### config.mk
export PLATFORM = sky130hd
export DESIGN_NAME = ram_stream_reader_flat
export DESIGN_NICKNAME = d
export VERILOG_FILES = /design/src/rtl/ram_stream_reader_if.sv /design/src/rtl/ram_stream_reader.sv /design/src/flat_wrapper.sv
export SDC_FILE = /design/constraint.sdc
export NUM_CORES = 1
export LEC_CHECK = 0
export BUFFER_PORTS_ARGS = -buffer_cell sky130_fd_sc_hd__buf_2
export CORE_UTILIZATION = 30
export CTS_CLUSTER_DIAMETER = 120
export DETAILED_ROUTE_END_ITERATION = 8
export PLACE_DENSITY = 0.49
export SLEW_MARGIN = 20
export SYNTH_ARGS = -nofsm -noshare
export SYNTH_HDL_FRONTEND = slang
export SYNTH_SLANG_ARGS = --single-unit
### constraint.sdc
create_clock -name clk -period 6.2 [get_ports clk]
set_input_delay 0.31 -clock clk [delete_from_list [all_inputs] [get_ports clk]]
set_output_delay 0.31 -clock clk [all_outputs]
set_load 0.02 [all_outputs]
### src/rtl/ram_stream_reader_if.sv
//------------------------------------------------------------------------------
// ram_stream_reader_if : command, RAM read-port and stream bundle
// Revision: 1.0
//------------------------------------------------------------------------------
`default_nettype none

interface ram_stream_reader_if #(
  parameter int WIDTHB     = 9,
  parameter int ADDRWIDTHB = 12,
  parameter int LENWIDTH   = 13
);
  logic                  start;
  logic [ADDRWIDTHB-1:0] base_addr;
  logic [LENWIDTH-1:0]   length;
  logic                  busy;
  logic                  done;
  logic                  reB;
  logic [ADDRWIDTHB-1:0] addrB;
  logic [WIDTHB-1:0]     doB;
  logic [WIDTHB-1:0]     m_data;
  logic                  m_valid;
  logic                  m_ready;
  logic                  m_last;

  modport slave (
    input  start, base_addr, length, doB, m_ready,
    output busy, done, reB, addrB, m_data, m_valid, m_last
  );

  modport master (
    output start, base_addr, length, doB, m_ready,
    input  busy, done, reB, addrB, m_data, m_valid, m_last
  );
endinterface

`default_nettype wire

### src/rtl/ram_stream_reader.sv
//------------------------------------------------------------------------------
// ram_stream_reader : streams a contiguous RAM region out with valid/ready
// Revision: 1.0
//------------------------------------------------------------------------------
`default_nettype none

module ram_stream_reader #(
  parameter int WIDTHB     = 9,
  parameter int ADDRWIDTHB = 12,
  parameter int LENWIDTH   = 13
) (
  input  wire logic            clk,
  input  wire logic            rst,
  ram_stream_reader_if.slave   bus
);

  typedef enum logic [1:0] {
    S_IDLE  = 2'd0,
    S_RUN   = 2'd1,
    S_DRAIN = 2'd2
  } state_t;

  state_t                r_state;
  state_t                w_state_next;
  logic [ADDRWIDTHB-1:0] r_addr;
  logic [LENWIDTH-1:0]   r_remaining;
  logic                  r_inflight;
  logic                  r_inflight_last;
  logic                  r_done;
  logic [WIDTHB-1:0]     r_buf_data [2];
  logic [1:0]            r_buf_last;
  logic [1:0]            r_cnt;

  logic                  w_re;
  logic                  w_accept;
  logic                  w_done_next;
  logic                  w_valid;
  logic                  w_last;
  logic [WIDTHB-1:0]     w_data;
  logic                  w_pop;
  logic                  w_pop_buf;
  logic                  w_push;
  logic                  w_credit;
  logic [1:0]            w_keep_cnt;

  // A word arriving from the RAM with an empty buffer is bypassed straight to
  // the stream, which gives the two-cycle first-word latency.
  always_comb begin
    w_valid = (r_cnt != 2'd0) || r_inflight;
    w_data  = '0;
    w_last  = 1'b0;
    if (r_cnt != 2'd0) begin
      w_data = r_buf_data[0];
      w_last = r_buf_last[0];
    end else if (r_inflight) begin
      w_data = bus.doB;
      w_last = r_inflight_last;
    end
    w_pop      = w_valid && bus.m_ready;
    w_pop_buf  = w_pop && (r_cnt != 2'd0);
    w_push     = r_inflight && !(w_pop && (r_cnt == 2'd0));
    w_keep_cnt = r_cnt - {1'b0, w_pop_buf};
    w_credit   = (({1'b0, r_inflight} + r_cnt) < 2'd2);
  end

  always_ff @(posedge clk) begin
    if (rst) begin
      r_state <= S_IDLE;
    end else begin
      r_state <= w_state_next;
    end
  end

  always_comb begin
    w_state_next = r_state;
    w_re         = 1'b0;
    w_accept     = 1'b0;
    w_done_next  = 1'b0;
    case (r_state)
      S_IDLE: begin
        if (bus.start) begin
          if (bus.length != '0) begin
            w_accept     = 1'b1;
            w_state_next = S_RUN;
          end else begin
            w_done_next = 1'b1;
          end
        end
      end
      S_RUN: begin
        w_re = w_credit;
        if (w_re && (r_remaining == LENWIDTH'(1))) begin
          w_state_next = S_DRAIN;
        end
      end
      S_DRAIN: begin
        if (w_pop && w_last) begin
          w_state_next = S_IDLE;
          w_done_next  = 1'b1;
        end
      end
      default: w_state_next = S_IDLE;
    endcase
  end

  always_ff @(posedge clk) begin
    if (rst) begin
      r_addr          <= '0;
      r_remaining     <= '0;
      r_inflight      <= 1'b0;
      r_inflight_last <= 1'b0;
      r_done          <= 1'b0;
      r_cnt           <= 2'd0;
      r_buf_last      <= 2'b00;
      r_buf_data[0]   <= '0;
      r_buf_data[1]   <= '0;
    end else begin
      r_done          <= w_done_next;
      r_inflight      <= w_re;
      r_inflight_last <= w_re && (r_remaining == LENWIDTH'(1));
      if (w_accept) begin
        r_addr      <= bus.base_addr;
        r_remaining <= bus.length;
      end else if (w_re) begin
        r_addr      <= r_addr + ADDRWIDTHB'(1);
        r_remaining <= r_remaining - LENWIDTH'(1);
      end
      if (w_pop_buf) begin
        r_buf_data[0] <= r_buf_data[1];
        r_buf_last[0] <= r_buf_last[1];
      end
      // Push lands after the shift so it overrides slot 0 when the head leaves.
      if (w_push) begin
        r_buf_data[w_keep_cnt[0]] <= bus.doB;
        r_buf_last[w_keep_cnt[0]] <= r_inflight_last;
      end
      r_cnt <= w_keep_cnt + {1'b0, w_push};
    end
  end

  assign bus.busy    = (r_state != S_IDLE);
  assign bus.done    = r_done;
  assign bus.reB     = w_re;
  assign bus.addrB   = r_addr;
  assign bus.m_data  = w_data;
  assign bus.m_valid = w_valid;
  assign bus.m_last  = w_last;

endmodule

`default_nettype wire

### src/flat_wrapper.sv
// flat-port wrapper written by rule: the top's interface ports become plain ports
module ram_stream_reader_flat 
#(
  parameter int WIDTHB     = 9,
  parameter int ADDRWIDTHB = 12,
  parameter int LENWIDTH   = 13
)
  (clk, rst, bus_start, bus_base_addr, bus_length, bus_doB, bus_m_ready, bus_busy, bus_done, bus_reB, bus_addrB, bus_m_data, bus_m_valid, bus_m_last);
  ram_stream_reader_if #(.WIDTHB(WIDTHB), .ADDRWIDTHB(ADDRWIDTHB), .LENWIDTH(LENWIDTH)) bus_i ();
  input  wire logic clk;
  input  wire logic rst;
  input wire logic [$bits(bus_i.start)-1:0] bus_start;
  input wire logic [$bits(bus_i.base_addr)-1:0] bus_base_addr;
  input wire logic [$bits(bus_i.length)-1:0] bus_length;
  input wire logic [$bits(bus_i.doB)-1:0] bus_doB;
  input wire logic [$bits(bus_i.m_ready)-1:0] bus_m_ready;
  output wire logic [$bits(bus_i.busy)-1:0] bus_busy;
  output wire logic [$bits(bus_i.done)-1:0] bus_done;
  output wire logic [$bits(bus_i.reB)-1:0] bus_reB;
  output wire logic [$bits(bus_i.addrB)-1:0] bus_addrB;
  output wire logic [$bits(bus_i.m_data)-1:0] bus_m_data;
  output wire logic [$bits(bus_i.m_valid)-1:0] bus_m_valid;
  output wire logic [$bits(bus_i.m_last)-1:0] bus_m_last;
  assign bus_i.start = bus_start;
  assign bus_i.base_addr = bus_base_addr;
  assign bus_i.length = bus_length;
  assign bus_i.doB = bus_doB;
  assign bus_i.m_ready = bus_m_ready;
  assign bus_busy = bus_i.busy;
  assign bus_done = bus_i.done;
  assign bus_reB = bus_i.reB;
  assign bus_addrB = bus_i.addrB;
  assign bus_m_data = bus_i.m_data;
  assign bus_m_valid = bus_i.m_valid;
  assign bus_m_last = bus_i.m_last;
  ram_stream_reader #(.WIDTHB(WIDTHB), .ADDRWIDTHB(ADDRWIDTHB), .LENWIDTH(LENWIDTH)) u_core (.clk(clk), .rst(rst), .bus(bus_i));
endmodule
# After elaboration in Yosys (flattened, before gate mapping)
# Memories as Yosys holds them, arrays and structs flattened.
# Index checks and enable logic that the tools add are counted.
# totals
reg_bits,34
ramBits,18
input_bits,38
memories,1
# mem_list
name,words,word_bits,rd,rd_ports_with_merged_regs,wr,line_no,text
u_core.r_buf_data,2,9,2,0,2,ram_stream_reader.sv:30,logic [WIDTHB-1:0] r_buf_data [2];
# classes
n_addsub,5
n_lt_le_gt_ge,3
n_eq_ne,7
n_mux,39
bitwise,1
n_reduce_logical,18
# op_table
op,n
$mux W9,4
$mux W13,2
$mux W12,2
$mux W1,23
$eq A13 B1 Y1 const B,1
$reduce_bool A13 Y1,1
$sub A13 B1 Y13 const B,1
$add A12 B1 Y12 const B,1
$reduce_or A9 Y1,1
$logic_and A1 B1 Y1,8
$mux W2,4
$ne A2 B1 Y1 const B,3
$pmux W2 S3,1
$reduce_bool A2 Y1,3
$logic_not A2 Y1,2
$reduce_and A4 Y1,1
$add A1 B2 Y2,1
$add A2 B1 Y2,1
$bwmux W2,1
$eq A2 B1 Y1 const B,1
$eq A2 B2 Y1 const B,1
$lt A1 B2 Y1 const B,1
$lt A2 B2 Y1 const B,1
$ne A2 B2 Y1 const B,1
other kinds (7),7

# Depth between registers and ports, before layout
# Gate-level depths: netlist of the first run.
# depth
word_depth,11
depth_mapped,8

# Worst setup path before layout of the first run
# No wires, ideal clock.
# synth_path
path_kind,register -> register
from,register u_core.r_remaining[4]
to,register u_core.r_remaining[12]
arrival_ns,1.873
required_ns,6.068
setup_slack_ns,4.194
path_stages_with_launch,6
period_less_slack_ns,2.006
path_cell_list,dfxtp_1 -> or4_4 -> or3_4 -> or3_1 -> o311ai_2 -> a21oi_1
# synth_via
elab_chain_cells,3
# synth_lines
element,line_no,text
start: declaration,ram_stream_reader.sv:26,logic [LENWIDTH-1:0] r_remaining;
start signal: assignment,ram_stream_reader.sv:123,r_remaining <= bus.length;
start signal: assignment,ram_stream_reader.sv:126,r_remaining <= r_remaining - LENWIDTH'(1);
$sub A13 B1 Y13,ram_stream_reader.sv:126,
$mux W13,ram_stream_reader.sv:124,end else if (w_re) begin
$mux W13,ram_stream_reader.sv:121,if (w_accept) begin
# Every way passes these cells. The select of a mux whose other input is x is not followed.
# A chain may end at the register's enable or synchronous reset.

# Final worst setup path of the first run
# layout_path
from,register u_core.r_inflight
to,"register u_core.r_addr[11], in the netlist u_core.bus.addrB[11]"
# layout_via
elab_chain_cells,4
# layout_lines
element,line_no,text
start: declaration,ram_stream_reader.sv:27,logic r_inflight;
start signal: assignment,ram_stream_reader.sv:119,r_inflight <= w_re;
$add A1 B2 Y2,ram_stream_reader.sv:63,"w_credit = (({1'b0, r_inflight} + r_cnt) < 2'd2);"
$lt A2 B2 Y1,ram_stream_reader.sv:63,
$mux W1,ram_stream_reader.sv:79,case (r_state)
$reduce_bool A2 Y1 (no source line),--,
end signal: assignment,ram_stream_reader.sv:122,r_addr <= bus.base_addr;
end signal: assignment,ram_stream_reader.sv:125,r_addr <= r_addr + ADDRWIDTHB'(1);
end: declaration,ram_stream_reader.sv:25,logic [ADDRWIDTHB-1:0] r_addr;
# Every way passes these cells.

==> flow_summary_export.csv, run 1 <==
group,metric,value,unit
status,status,"finished, violations left",
status,violations,"DRC",
floorplanning,initial_core_util,0.3115,
yosys,yosysTopAreaCell,"dfxtp_1",
pwr,intPower,0.5207,mW
layout,seq_area,1221,µm²
layout,synthToLayoutAreaGrowth,17.47,%
global_routing,grt_pass1_wl,12.23,mm
critical_path,max_stage_delay,0.91,ns
placement,dpl_worst_slack,2.716,ns
pwr,cellPowerDensity,240.5,nW/µm²
timing,fin_setup_tns,0,ns
timing,finalCritPeriodShare,0.5645,
yosys,ys_types,56,
critical_path,path_class,"flip-flop to flip-flop",
yosys,syn_nets,359,
yosys,synth_top_area_share,0.2482,
timing,slew-limit-headroom,0.3103,
layout,nNetsFinal,411,
timing,fin_skew,0.01239,ns
layout,fill_cells,923,
timing,worstMarginPinSlew,1.032,ns
layout,multi_input_area,1415,µm²
clocking,clk_latency,0.31,ns
floorplanning,die_h,97.62,µm
yosys,synth_edf_count,18,
clocking,cts_buffers,5,
timing,timing.final.ws_setup,2.700,ns
clocking,postCtsSetupRepairBufs,0,
global_routing,grt_max_degree,39,
floorplanning,core_area,8806,µm²
yosys,synth.area.top_cells,"dfxtp_1, edfxtp_1, nand2_1",
yosys,synth_ff_type,"dfxtp_1",
timing,setup_viol,0,
pwr,comb_power_share,0.207,
timing,hold_viol,0,
critical_path,cp_num_cells,6,
global_routing,antenna_found_initial,0,
clocking,htreeDepth,2,
layout,stdcell_count,479,
drt,firstDrtPassIters,9,
drt,wl_per_cell,15.36,µm
yosys,syn_area_per_cell,8.625,µm²
drt,drc,9,
worst_hold_path,hold_depth,3,
critical_path,cp-end-kind,"flip-flop",
pwr,p_clk_frac,0.273,
clocking,clock-root-buffer,"clkbuf_8",
pwr,vdd_drop_max,106.1,µV
clocking,clockBufferDepth,2,
global_routing,grt.total_usage,0.1567,
timing,slew_viol_final,0,
layout,drive_above_1_share,0.2210,
global_routing,grt_pass1_vias,2442,
critical_path,crit_family,"compound AO/OA/AOI/OAI gates",
yosys,synth-seq-cells,52,
clocking,cts_hold_buf,0,
critical_path,critPathSlowestCell,"a21oi_1",
yosys,ys_async_sr_fraction,0,
timing,rsz0062_at_grt,"no",
drt,routed_wl,7.358,mm
worst_hold_path,hp-class,"input pin to flip-flop",
yosys,syn-instance-count,318,
yosys,synth_warnings,0,
drt,vias,2556,
layout,most-common-layout-cells,"buf_2, nand2_1, dfxtp_1",
timing,period_minus_slack,3.500,ns
clocking,cts.repair.resized,0,
yosys,synth_area,2743,µm²
drt,initialDrtViolationCount,88,
yosys,yosysSeqAreaShare,0.4453,
clocking,cts_sinks,52,
layout,postLayoutCoreUtil,0.3659,
run,maxCapViolations,0,
pwr,power_frac_seq,0.520,
drt,detail_route.vias_per_cell,5.336,
critical_path,required,6.43,ns
placement,place_inst,471,
placement,dp_hpwl,5.058,mm
placement,gp_congestion,0.7801,
placement,port_buffers,63,
critical_path,path_buf_inv,1,
timing,max_freq,0.2857,GHz
pwr,p_leak,1.326,nW
clocking,cts_tree,"built",
critical_path,r2r_cells,6,
pwr,swShare,0.3281,
critical_path,critPathArrivalTime,3.73,ns
drt,ant_nets,0,
critical_path,path_cells,"nand3b_1, nand3b_2, clkinv_1, a21oi_1, o21ai_0, a31oi_1",
layout,final_common_cell,"buf_2",
clocking,path_clk_slew,0.11,ns
global_routing,overflow,0,
floorplanning,die_area,9529,µm²
layout,antenna_cells,0,
critical_path,cp-start-kind,"flip-flop",
floorplanning,fp.dieW,97.62,µm
floorplanning,rows,34,
pwr,p_total,0.7749,mW
critical_path,worstPathMaxFanout,28,
pwr,power.switching,0.2543,mW
floorplanning,boundaryPins,64,
==> path summary, 6_finish.rpt <==
kind | endpoint | slack, ns | start
min reg2reg | u_core.r_buf_last[1]$_SDFFE_PP0P_ | 0.50 | u_core.r_buf_last[1]$_SDFFE_PP0P_
min | u_core.bus.addrB[0]$_SDFFE_PP0P_ | 0.24 | bus_base_addr[0]
max reg2reg | u_core.bus.addrB[11]$_SDFFE_PP0P_ | 2.70 | u_core.r_inflight$_SDFF_PP0_
max | u_core.bus.addrB[11]$_SDFFE_PP0P_ | 2.70 | u_core.r_inflight$_SDFF_PP0_
==> through the flow <==
step                hold WS [ns]  instance area (µm²)
finish                    0.2377                 3222
global placement          0.4658                 3128
floorplan                 0.4436                 2743
global route              0.2613                 3222
detailed placement        0.4781                 3128
CTS                       0.2365                 3222
==> power by group through the flow <==
stage / Combinational [mW] / Clock [mW] / Sequential [mW]
6_report: 0.161 / 0.211 / 0.403
5_1_grt: 0.179 / 0.228 / 0.407
4_1_cts: 0.162 / 0.218 / 0.403
3_5_place_dp: 0.162 / 0 / 0.411
3_3_place_gp: 0.161 / 0 / 0.410
2_1_floorplan: 0.105 / 0 / 0.410
==> cell usage after synthesis (all sizes together) (4+ instances only) <==
master and number:
nor2b 7, dfxtp 34, clkbuf 17, nor2 29
or3 4, edfxtp 18, nand2 39, o21ai 14
a21oi 23, a31oi 10, nor4 6, nand4 6
nand3 15, a211oi 5, a22o 10, inv 8
or4 4, nor3 6, and2 10
==> layer usage <==
metal	part of all wire	wire length [µm]	global-route usage
met5	0	0	0
met4	0.0072	53	0.03497
met3	0.043	315	0.02662
met2	0.45	3344	0.2608
met1	0.50	3644	0.2116
==> layout make-up <==
cell class                 count  area share
clock buffer                   5     0.02136
clock inverter                 3    0.007767
timing repair buffer          64      0.1002
multi-input combinational    238      0.4392
sequential                    52      0.3790
inverter                       9     0.01049
tap                          108     0.04194
==> state kept, by name (all words and copies together) (netlist names) <==
register / count
u_core.bus.addrB: 12
u_core.r_cnt: 2
u_core.r_inflight_last: 1
u_core.r_buf_data: 18
u_core.r_buf_last: 2
u_core.bus.done: 1
u_core.r_state: 2
u_core.r_remaining: 13
u_core.r_inflight: 1
==> cells by family (layout without fill, tap and decap cells) <==
logic type,after synthesis,after routing,synth area share
AO/OA/AOI/OAI,89,89,0.2208
XOR/XNOR,3,3,0.009582
adder cells (fa/ha/maj),3,3,0.01369
buffers and inverters,28,81,0.03877
flip-flops,52,52,0.4453
multiplexers,1,1,0.003650
AND/OR/NAND/NOR,142,142,0.2682
==> tightest hold or removal path, cell delays in order <==
cell and delay, ns:
buf_2 0.08, a221oi_1 0.06, nor2_1 0.07
Power figures use the tool's default switching activity.
==> run 2, diff against run 1 <==
--- a/config.mk
+++ b/config.mk
@@ -5,11 +5,12 @@
 export SDC_FILE = /design/constraint.sdc
 export NUM_CORES = 1
 export LEC_CHECK = 0
+export ABC_AREA = 1
 export BUFFER_PORTS_ARGS = -buffer_cell sky130_fd_sc_hd__buf_2
 export CORE_UTILIZATION = 30
 export CTS_CLUSTER_DIAMETER = 120
 export DETAILED_ROUTE_END_ITERATION = 8
-export PLACE_DENSITY = 0.49
+export PLACE_DENSITY = 0.5
 export SLEW_MARGIN = 20
 export SYNTH_ARGS = -nofsm -noshare
 export SYNTH_HDL_FRONTEND = slang
==> constraint.sdc (replaced) <==
create_clock -name clk -period 2.9 [get_ports clk]
set_input_delay 0.145 -clock clk [delete_from_list [all_inputs] [get_ports clk]]
set_output_delay 0.145 -clock clk [all_outputs]
set_load 0.02 [all_outputs]
==> flow_summary_export.csv, run 2 <==
group,metric,value,unit
yosys,ys_async_sr_fraction,0,
global_routing,grt_max_degree,29,
pwr,cellPowerDensity,509.7,nW/µm²
yosys,yosysMostFrequentCell,"nand2_1",
floorplanning,fp.dieW,104.6,µm
yosys,syn-instance-count,451,
floorplanning,die_h,104.6,µm
timing,slew-limit-headroom,0.6531,
yosys,synth_top_area_share,0.2156,
placement,place_inst,635,
clocking,clockBufferDepth,2,
timing,hold_viol,0,
drt,routed_wl,7.635,mm
clocking,cts.repair.resized,0,
layout,postLayoutCoreUtil,0.3562,
timing,fin_skew,0.008670,ns
floorplanning,die_area,10940,µm²
timing,max_freq,0.4994,GHz
layout,synthToLayoutAreaGrowth,15.97,%
global_routing,antenna_found_initial,0,
placement,dpl_worst_slack,0.8855,ns
global_routing,overflow,0,
drt,firstDrtPassIters,4,
clocking,cts_tree,"built",
drt,detail_route.vias_per_cell,4.617,
pwr,swShare,0.3357,
critical_path,r2r_slack,0.90,ns
yosys,syn_nets,492,
critical_path,critPathSlowestCell,"dfxtp_1",
clocking,cts_buffers,5,
timing,slew_viol_final,0,
drt,drc,0,
timing,rsz0062_at_grt,"no",
layout,drive_above_1_share,0.1933,
layout,nNetsFinal,547,
floorplanning,initial_core_util,0.3072,
timing,timing.final.ws_setup,0.8978,ns
layout,final_common_cell,"nand2_1",
layout,largest_register_ffs,18,
timing,finalCritPeriodShare,0.6904,
layout,antenna_cells,0,
critical_path,required,2.88,ns
yosys,synth.area.top_cells,"dfxtp_1, edfxtp_1, nand2_1",
yosys,yosysTopAreaCell,"dfxtp_1",
timing,timing.hold.ws,0.1577,ns
global_routing,grt_pass1_wl,13.17,mm
pwr,p_leak,1.776,nW
critical_path,worstPathMaxFanout,12,
pwr,intPower,1.240,mW
drt,vias,2969,
pwr,p_clk_frac,0.281,
clocking,path_clk_slew,0.10,ns
yosys,synth_ff_type,"dfxtp_1",
floorplanning,rows,37,
yosys,synth-seq-cells,52,
drt,initialDrtViolationCount,118,
critical_path,cp-start-kind,"flip-flop",
clocking,clock-root-buffer,"clkbuf_8",
timing,period_minus_slack,2.002,ns
critical_path,path_cells,"nor2_4, nor2_2, nand2_1, o21ai_2, inv_2, nor2_4, inv_2, nand2_1",
status,status,"finished, final reports clean",
layout,most-common-layout-cells,"nand2_1, nand3_1, buf_2",
yosys,yosysSeqAreaShare,0.3868,
yosys,synth_area,3157,µm²
critical_path,path_class,"flip-flop to flip-flop",
floorplanning,boundaryPins,64,
critical_path,cp-end-kind,"flip-flop",
drt,ant_nets,0,
clocking,cts_hold_buf,0,
clocking,clk_latency,0.31,ns
worst_hold_path,hp-class,"input pin to flip-flop",
yosys,syn_area_per_cell,7.000,µm²
clocking,cts_sinks,52,
pwr,comb_power_share,0.257,
pwr,power.switching,0.6265,mW
global_routing,grt.total_usage,0.1469,
yosys,synth_warnings,0,
floorplanning,core_area,10280,µm²
placement,gp_congestion,0.7948,
layout,regMostFlops,"u_core.r_buf_data",
pwr,vdd_drop_max,223.9,µV
yosys,synthTopCellsByCount,"nand2_1, nand3_1, nor2_1",
timing,setup_viol,0,
clocking,postCtsSetupRepairBufs,0,
run,maxCapViolations,0,
drt,wl_per_cell,11.87,µm
placement,port_buffers,63,
critical_path,max_stage_delay,0.44,ns
critical_path,critPathArrivalTime,1.98,ns
yosys,ys_types,34,
pwr,power_frac_seq,0.462,
placement,dp_hpwl,5.575,mm
clocking,htreeDepth,2,
timing,fin_setup_tns,0,ns
timing,worstMarginPinSlew,0.5196,ns
layout,stdcell_count,643,
global_routing,grt_pass1_vias,2807,
yosys,synth_edf_count,18,
## run 2: cell count changes in the layout (fill, tap and decap cells not counted), moves of 9 or more
cell     change
nand2_1     +69
nand3_1     +53
inv_1       +42
nor2_1      +28
a22o_1      -10
a31oi_1     -10
and2_1      -10
o31ai_1      +9
## run 2: path summary, 6_finish.rpt
check | cells after the start | end | startpoint
max | 8 | u_core.r_buf_data[1][1]$_SDFFCE_PN0P_ | u_core.r_cnt[1]$_SDFF_PP0_
min | 5 | u_core.bus.addrB[1]$_SDFFE_PP0P_ | bus_base_addr[1]
max reg2reg | 8 | u_core.r_buf_data[1][1]$_SDFFCE_PN0P_ | u_core.r_cnt[1]$_SDFF_PP0_
min reg2reg | 2 | u_core.r_buf_last[1]$_SDFFE_PP0P_ | u_core.r_buf_last[1]$_SDFFE_PP0P_
## run 2: routing by layer
metal,vias to the layer above,GRT usage,part of all wire
met5,-,0,0
met4,0,0.02716,0.0071
met3,6,0.02558,0.036
met2,60,0.2502,0.46
met1,1318,0.1960,0.50
li1,1585,-,-
## run 2: critical path: cells and delay by family, from the launching register on
family | cells | cell delay, ns
compound gates | 1 | 0.11
simple gates | 5 | 0.98
flops | 1 | 0.44
buf+inv | 2 | 0.14
## run 2: kinds of logic after synthesis
kind of cell	Yosys count	synth area share
AO/OA/AOI/OAI	51	0.09513
flip-flops	52	0.3868
XOR/XNOR	8	0.02219
buffers and inverters	71	0.09908
adder cells (fa/ha/maj)	3	0.01189
AND/OR/NAND/NOR	266	0.3849
## run 2: power by group through the flow
stage | logic (mW) | clock network [mW] | registers [mW]
floorplan | 0.352 | 0 | 0.887
global placement | 0.476 | 0 | 0.879
detailed placement | 0.481 | 0 | 0.879
CTS | 0.484 | 0.541 | 0.862
global route | 0.550 | 0.570 | 0.871
finish | 0.479 | 0.525 | 0.862
## run 2: through the flow
step | power (mW) | area, µm²
after CTS | 1.887 | 3661
after detailed placement | 1.360 | 3546
after global routing | 1.991 | 3661
after global placement | 1.355 | 3546
after floorplan | 1.238 | 3157
final | 1.866 | 3661
## run 2: layout make-up
class | instances | area [µm²]
Sequential cell | 52 | 1221
Inverter | 55 | 209.0
Clock inverter | 3 | 46.29
Timing Repair Buffer | 64 | 322.8
Clock buffer | 5 | 68.82
Fill cell | 1136 | 6616
Tap cell | 136 | 170.2
Multi-Input combinational cell | 328 | 1623
